## config.mk

```make
export PLATFORM = sky130hd
export DESIGN_NAME = bc_feature_loader
export DESIGN_NICKNAME = d
export VERILOG_FILES = /design/src/rtl/bc_feature_loader.sv
export SDC_FILE = /design/constraint.sdc
export NUM_CORES = 1
export LEC_CHECK = 0
export BUFFER_PORTS_ARGS = -buffer_cell sky130_fd_sc_hd__buf_2
export CORE_MARGIN = 4
export CORE_UTILIZATION = 40
export CTS_BUF_LIST = sky130_fd_sc_hd__clkbuf_4 sky130_fd_sc_hd__clkbuf_8
export CTS_CLUSTER_SIZE = 20
export DETAILED_ROUTE_END_ITERATION = 10
export PLACE_DENSITY = 0.61
export SLEW_MARGIN = 5
export SYNTH_ARGS = -nofsm -noshare
export SYNTH_HDL_FRONTEND = slang
export SYNTH_SLANG_ARGS = --single-unit
```

## constraint.sdc

```tcl
create_clock -name clk -period 4.16 [get_ports clk]
set_input_delay 0.624 -clock clk [delete_from_list [all_inputs] [get_ports clk]]
set_output_delay 0.624 -clock clk [all_outputs]
set_load 0.03 [all_outputs]
```

## src/rtl/bc_feature_loader.sv

```systemverilog
// Feature loader: quantizes nine raw features, holds them for a combinational classifier, and captures its decision.
// Optional build macro BC_LOADER_RANGE_CHECK_EN drops samples that contain an input value outside 1..10.
module bc_feature_loader #(
  parameter logic [3:0] Q_T1 = 4'd3,
  parameter logic [3:0] Q_T2 = 4'd5,
  parameter logic [3:0] Q_T3 = 4'd8
) (
  input  logic        clk,
  input  logic        rst,
  input  logic        in_valid,
  output logic        in_ready,
  input  logic [3:0]  in_data,
  input  logic        in_last,
  output logic [17:0] feat_out,
  input  logic        cls_in,
  output logic        out_valid,
  input  logic        out_ready,
  output logic        out_class,
  output logic        err
);

  typedef enum logic [1:0] {LOAD, EVAL, HOLD} state_t;

  state_t     state_reg;
  logic [3:0] index_reg;
  logic       in_ready_reg;
  logic       out_valid_reg;
  logic       out_class_reg;
  logic       err_reg;
  logic [1:0] slot_reg [9];
  logic [1:0] q;
  logic       xfer;
  logic       frame_err;
  logic       range_bad;
  logic       drop;

  always_comb begin
    q = 2'd0;
    if (in_data >= Q_T3)      q = 2'd3;
    else if (in_data >= Q_T2) q = 2'd2;
    else if (in_data >= Q_T1) q = 2'd1;
  end

  // in_ready_reg is high only in LOAD, so a transfer implies the LOAD state.
  assign xfer      = in_valid && in_ready_reg;
  assign frame_err = in_last ? (index_reg != 4'd8) : (index_reg == 4'd8);

`ifdef BC_LOADER_RANGE_CHECK_EN
  logic bad_seen_reg;
  logic cur_bad;

  assign cur_bad   = (in_data == 4'd0) || (in_data > 4'd10);
  assign range_bad = in_last && (bad_seen_reg || cur_bad);

  // A bad value is remembered until the sample closes, either by in_last or by a ninth feature.
  always_ff @(posedge clk) begin
    if (rst) begin
      bad_seen_reg <= 1'b0;
    end else if (xfer) begin
      if (in_last || index_reg == 4'd8) bad_seen_reg <= 1'b0;
      else                              bad_seen_reg <= bad_seen_reg | cur_bad;
    end
  end
`else
  assign range_bad = 1'b0;
`endif

  assign drop = frame_err || range_bad;

  genvar gi;
  generate
    for (gi = 0; gi < 9; gi++) begin : g_slot
      always_ff @(posedge clk) begin
        if (rst) slot_reg[gi] <= 2'd0;
        else if (xfer && index_reg == 4'(gi)) slot_reg[gi] <= q;
      end
      assign feat_out[2*gi +: 2] = slot_reg[gi];
    end
  endgenerate

  always_ff @(posedge clk) begin
    if (rst) begin
      state_reg     <= LOAD;
      index_reg     <= 4'd0;
      in_ready_reg  <= 1'b1;
      out_valid_reg <= 1'b0;
      out_class_reg <= 1'b0;
      err_reg       <= 1'b0;
    end else begin
      err_reg <= 1'b0;
      case (state_reg)
        LOAD: begin
          if (xfer) begin
            if (drop) begin
              index_reg <= 4'd0;
              err_reg   <= 1'b1;
            end else if (in_last) begin
              index_reg    <= 4'd0;
              state_reg    <= EVAL;
              in_ready_reg <= 1'b0;
            end else begin
              index_reg <= index_reg + 4'd1;
            end
          end
        end
        EVAL: begin
          out_class_reg <= cls_in;
          out_valid_reg <= 1'b1;
          state_reg     <= HOLD;
        end
        HOLD: begin
          if (out_ready) begin
            out_valid_reg <= 1'b0;
            in_ready_reg  <= 1'b1;
            state_reg     <= LOAD;
          end
        end
        default: begin
          state_reg     <= LOAD;
          in_ready_reg  <= 1'b1;
          out_valid_reg <= 1'b0;
        end
      endcase
    end
  end

  assign in_ready  = in_ready_reg;
  assign out_valid = out_valid_reg;
  assign out_class = out_class_reg;
  assign err       = err_reg;

endmodule

```

---- Word-level counts from Yosys, hierarchy flattened ----
Memory sizes are Yosys's and may differ from the RTL's.
Cells that the tools add are included.
storage, ports and cells
  bits in read-only memories .............. 0
  output and inout bits ................... 22
  memory bits (writable) .................. 18
  bits in registers ....................... 10
  memories ................................ 1
  latch bits .............................. 0
  word-level logic and storage cells ...... 112
operators by class
  bitwise operators ....................... 12
  shift-type cells ........................ 0
  divide/modulo/power cells ............... 0
  $mul .................................... 0
  muxes and demuxes ....................... 57
  magnitude comparators ................... 3
  equal/unequal tests ..................... 15
  add/subtract/negate cells ............... 1
  reduce and logical (&&, ||, !) cells .... 17
memories
  memory    depth  width  rd ports  clocked after memory_dff  write ports  line  RTL
  slot_reg  9      2      9         0                         9            30    logic [1:0] slot_reg [9];
operators with widths
  operator                                                            number
  two-way mux 1 bit                                                   37
  two-way mux 2 bit                                                   15
  equality test 4 x 3 -> 1 bit (second input constant)                4
  logical AND 1 bit                                                   10
  OR 1 bit                                                            9
  equality test 4 x 2 -> 1 bit (second input constant)                2
  two-way mux 4 bit                                                   2
  inequality test 2 bit (second input constant)                       4
  case mux 1 bit (3 select lines)                                     2
  case mux 2 bit (3 select lines)                                     1
  AND reduction 5 bit                                                 1
  adder 4 x 1 -> 4 bit (second input constant)                        1
  equality test 4 x 1 -> 1 bit (second input constant)                1
  equality test 4 bit (second input constant)                         1
  greater-or-equal comparator 4 x 2 -> 1 bit (second input constant)  1
  greater-or-equal comparator 4 x 3 -> 1 bit (second input constant)  1
  greater-or-equal comparator 4 bit (second input constant)           1
  zero test 4 bit                                                     1
  inequality test 4 bit (second input constant)                       1
  AND reduction 2 bit                                                 2
  AND reduction 4 bit                                                 1
  NOT 1 bit                                                           3
  OR reduction 3 bit                                                  1
  equality test 2 x 1 -> 1 bit (second input constant)                1
  other kinds (2)                                                     2

---- Longest topological paths before layout ----
  depth after elaboration ................. 6
  gate-level depth with buffers ........... 5
  depth with buffers taken out ............ 5

---- Least setup slack after synthesis ----
No wires, ideal clock.
  kind .................................... input-to-reg
  from .................................... input rst
  to ...................................... memory slot_reg[0][1], data pin
  library setup time ...................... 271 ps
  buffers on the path ..................... 2
  slack ................................... 2551 ps
  arrival ................................. 1338 ps
  cell stages on the path ................. 5
  cells stage by stage .................... buf_2 inv_1 buf_2 o21ai_1 nor2_1
RTL lines
  what             line  RTL
  start, declared  9     input logic rst,
  end, declared    30

---- Final worst setup path ----
  from .................................... register in_ready_reg (netlist: in_ready)
  to ...................................... output in_ready
RTL lines
  what                    line  RTL
  start, declared         26    logic in_ready_reg;
  start signal, assigned  85    in_ready_reg <= 1'b1;
  start signal, assigned  100   in_ready_reg <= 1'b0;
  start signal, assigned  114   in_ready_reg <= 1'b1;
  end, declared           11    output logic in_ready,
No word-level cell between the ends.

==> metrics.txt <==
drt via density=5.25; DR iter-0 viols=15; CP bufs+invs=1; Pre-Repair DR Iteration Count=4; Clock power frac=0.245; final hold violation count=0; Final nets=161; Sink Count=28; die area=0.00404 mm^2; Avg Cell Area, Syn=10.6 um^2; worst-skew pair later-pin latency=0.31 ns; Synth area leader=edfxtp_1; largest net degree at the start of global routing=16; Syn Inst Count=116; H-tree levels=1; WL/cell=12.2 um; die height=63.5 um; Area growth, synth to finish=16.3%; VDD IR-drop max=0.170 mV; switching part of the total power=0.240; core region area=0.00285 mm^2; WL final=2170 um; initial antenna violation count=0; Inserted Clock Buffers=3; Critical Path Fanout Max=8; clk buf depth=2; Via Count=930; TNS Setup=0 ns; Crit Path Class=reg2out; Comb pwr share=0.114; Slew HR=0.568; RSZ-0062 raised after global routing=false; vias in the first global route=884; status=completed; first-pass GRT wire length=3780 um; ys async rst share=0; FP Rows=19; CP max stage delay=0.49 ns; Seq cells post-synth=28; Internal=0.363 mW; clk root buf=clkbuf_4; Worst-path clk slew=0.13 ns; warnings from Yosys=0; static leakage power=0.589 nW; hold crit path type=reg2reg; # IOs=32; Area contributors post-synth=edfxtp_1, dfxtp_1, nor2_1, ha_1, nand2_1; Initial Util=0.432; Routed Antenna Nets=0; max FFs per register=18; port buffer count=31; post-cts resize count=0; CP Launch Type=flop; post-CTS setup buffers=0; CP Capture Type=output pin; highest clock rate=0.595 GHz; Slew Limit Fails=0; crit path time final=1.68 ns; dpl hpwl=1680 um; proportion of netlist area held by the largest area contributor=0.438; CTS tree=yes; CTS Hold Bufs=0; Slowest-stage cell, CP=dfxtp_1; synth unique cells=30; max-cap viol count=0; crit-path cells=buf_2; fillers=282; cell area after synthesis=0.00123 mm^2; synth cell count leaders=nor2_1, edfxtp_1, nand2_1; most frequent cell after synthesis=nor2_1; n_diodes=0; total track usage=0.115; ratio of cells with drive above 1 in the final layout=0.247; sequential area share after synthesis=0.600; Final Cycle Share=0.404; final setup fails=0; Net Sw Power=0.115 mW; clock skew=0.00354 ns; Die Wd=63.5 um; Synth Net Count=130; Req. time, crit path=3.54 ns; grt ovf=0; WHS=0.514 ns; Main synth FF type=edfxtp_1; Reg power frac=0.641; CP delay by family, top=flip-flops; EDFF count, synth=18; worst-margin pin slew=0.644 ns; Crit path arrival time=1.06 ns; DR DRC count=0; Power Dens Cells=333 mW/mm^2; final weighted congestion in routability-driven placement=0.751
## per-stage QoR
step | total power [mW] | utilization | setup WS (ns) | area, um^2 | std cells
after global routing | 0.498 | 0.503 | 2.36 | 1440 | 177
after CTS | 0.482 | 0.503 | 2.47 | 1440 | 177
after global placement | 0.366 | 0.493 | 2.35 | 1410 | 173
after floorplan | 0.351 | - | 2.55 | 1230 | 116
after detailed placement | 0.368 | 0.493 | 2.31 | 1410 | 173
final | 0.478 | 0.503 | 2.48 | 1440 | 177
## worst paths after layout
| kind | from | end | slack (ns) | depth (start not counted) |
|---|---|---|---|---|
| worst max-delay path | in_ready | in_ready | 2.48 | 1 |
| worst min-delay path | out_valid | out_valid | 0.51 | 2 |
| worst max register to register | index_reg[0] | index_reg[2] | 2.48 | 5 |
| worst min register to register | out_valid | out_valid | 0.51 | 2 |
## power by group through the flow
| stage | clock (mW) | sequential, mW | combinational, mW |
|---|---|---|---|
| after detailed placement | 0 | 0.313 | 0.0550 |
| after floorplan | 0 | 0.330 | 0.0205 |
| after global routing | 0.131 | 0.307 | 0.0595 |
| after CTS | 0.120 | 0.306 | 0.0551 |
| final | 0.117 | 0.306 | 0.0543 |
| after global placement | 0 | 0.312 | 0.0538 |
## layout by cell type (no fill, tap or decap), drive strengths merged, types with 2 or more instances in the layout
master / n
a21oi: 4
nor2: 25
clkbuf: 4
or4b: 2
edfxtp: 18
nand3: 6
nand4: 5
o21ai: 2
dfxtp: 10
nor2b: 4
inv: 3
nand4bb: 2
ha: 4
nand2: 12
nor3: 2
buf: 31
## metal layers
metal	routed length, um	track usage	vias up	part of all wire
li1	-	-	471	-
met2	1030	0.196	23	0.47
met1	1010	0.144	431	0.46
met5	0	0	-	0
met4	29	0.0404	0	0.013
met3	102	0.0249	5	0.047
## area by class of cell
class	instances	area (um^2)	area share
Multi-Input combinational cell	80	459	0.320
Clock buffer	4	30.0	0.0209
Tap cell	31	38.8	0.0270
Sequential cell	28	741	0.516
Inverter	3	11.3	0.00785
Timing Repair Buffer	31	155	0.108
## cell families (layout without fill, tap and decap cells)
| kind of cell | after synthesis | after routing | synth area share |
|---|---|---|---|
| mux | 1 | 1 | 0.00811 |
| xor+xnor | 1 | 1 | 0.00710 |
| simple gates | 64 | 64 | 0.263 |
| flops | 28 | 28 | 0.600 |
| compound gates | 10 | 10 | 0.0537 |
| fa+ha+maj | 4 | 4 | 0.0406 |
| buf+inv | 8 | 38 | 0.0274 |
Note: power is estimated with default switching activity, not from simulation.
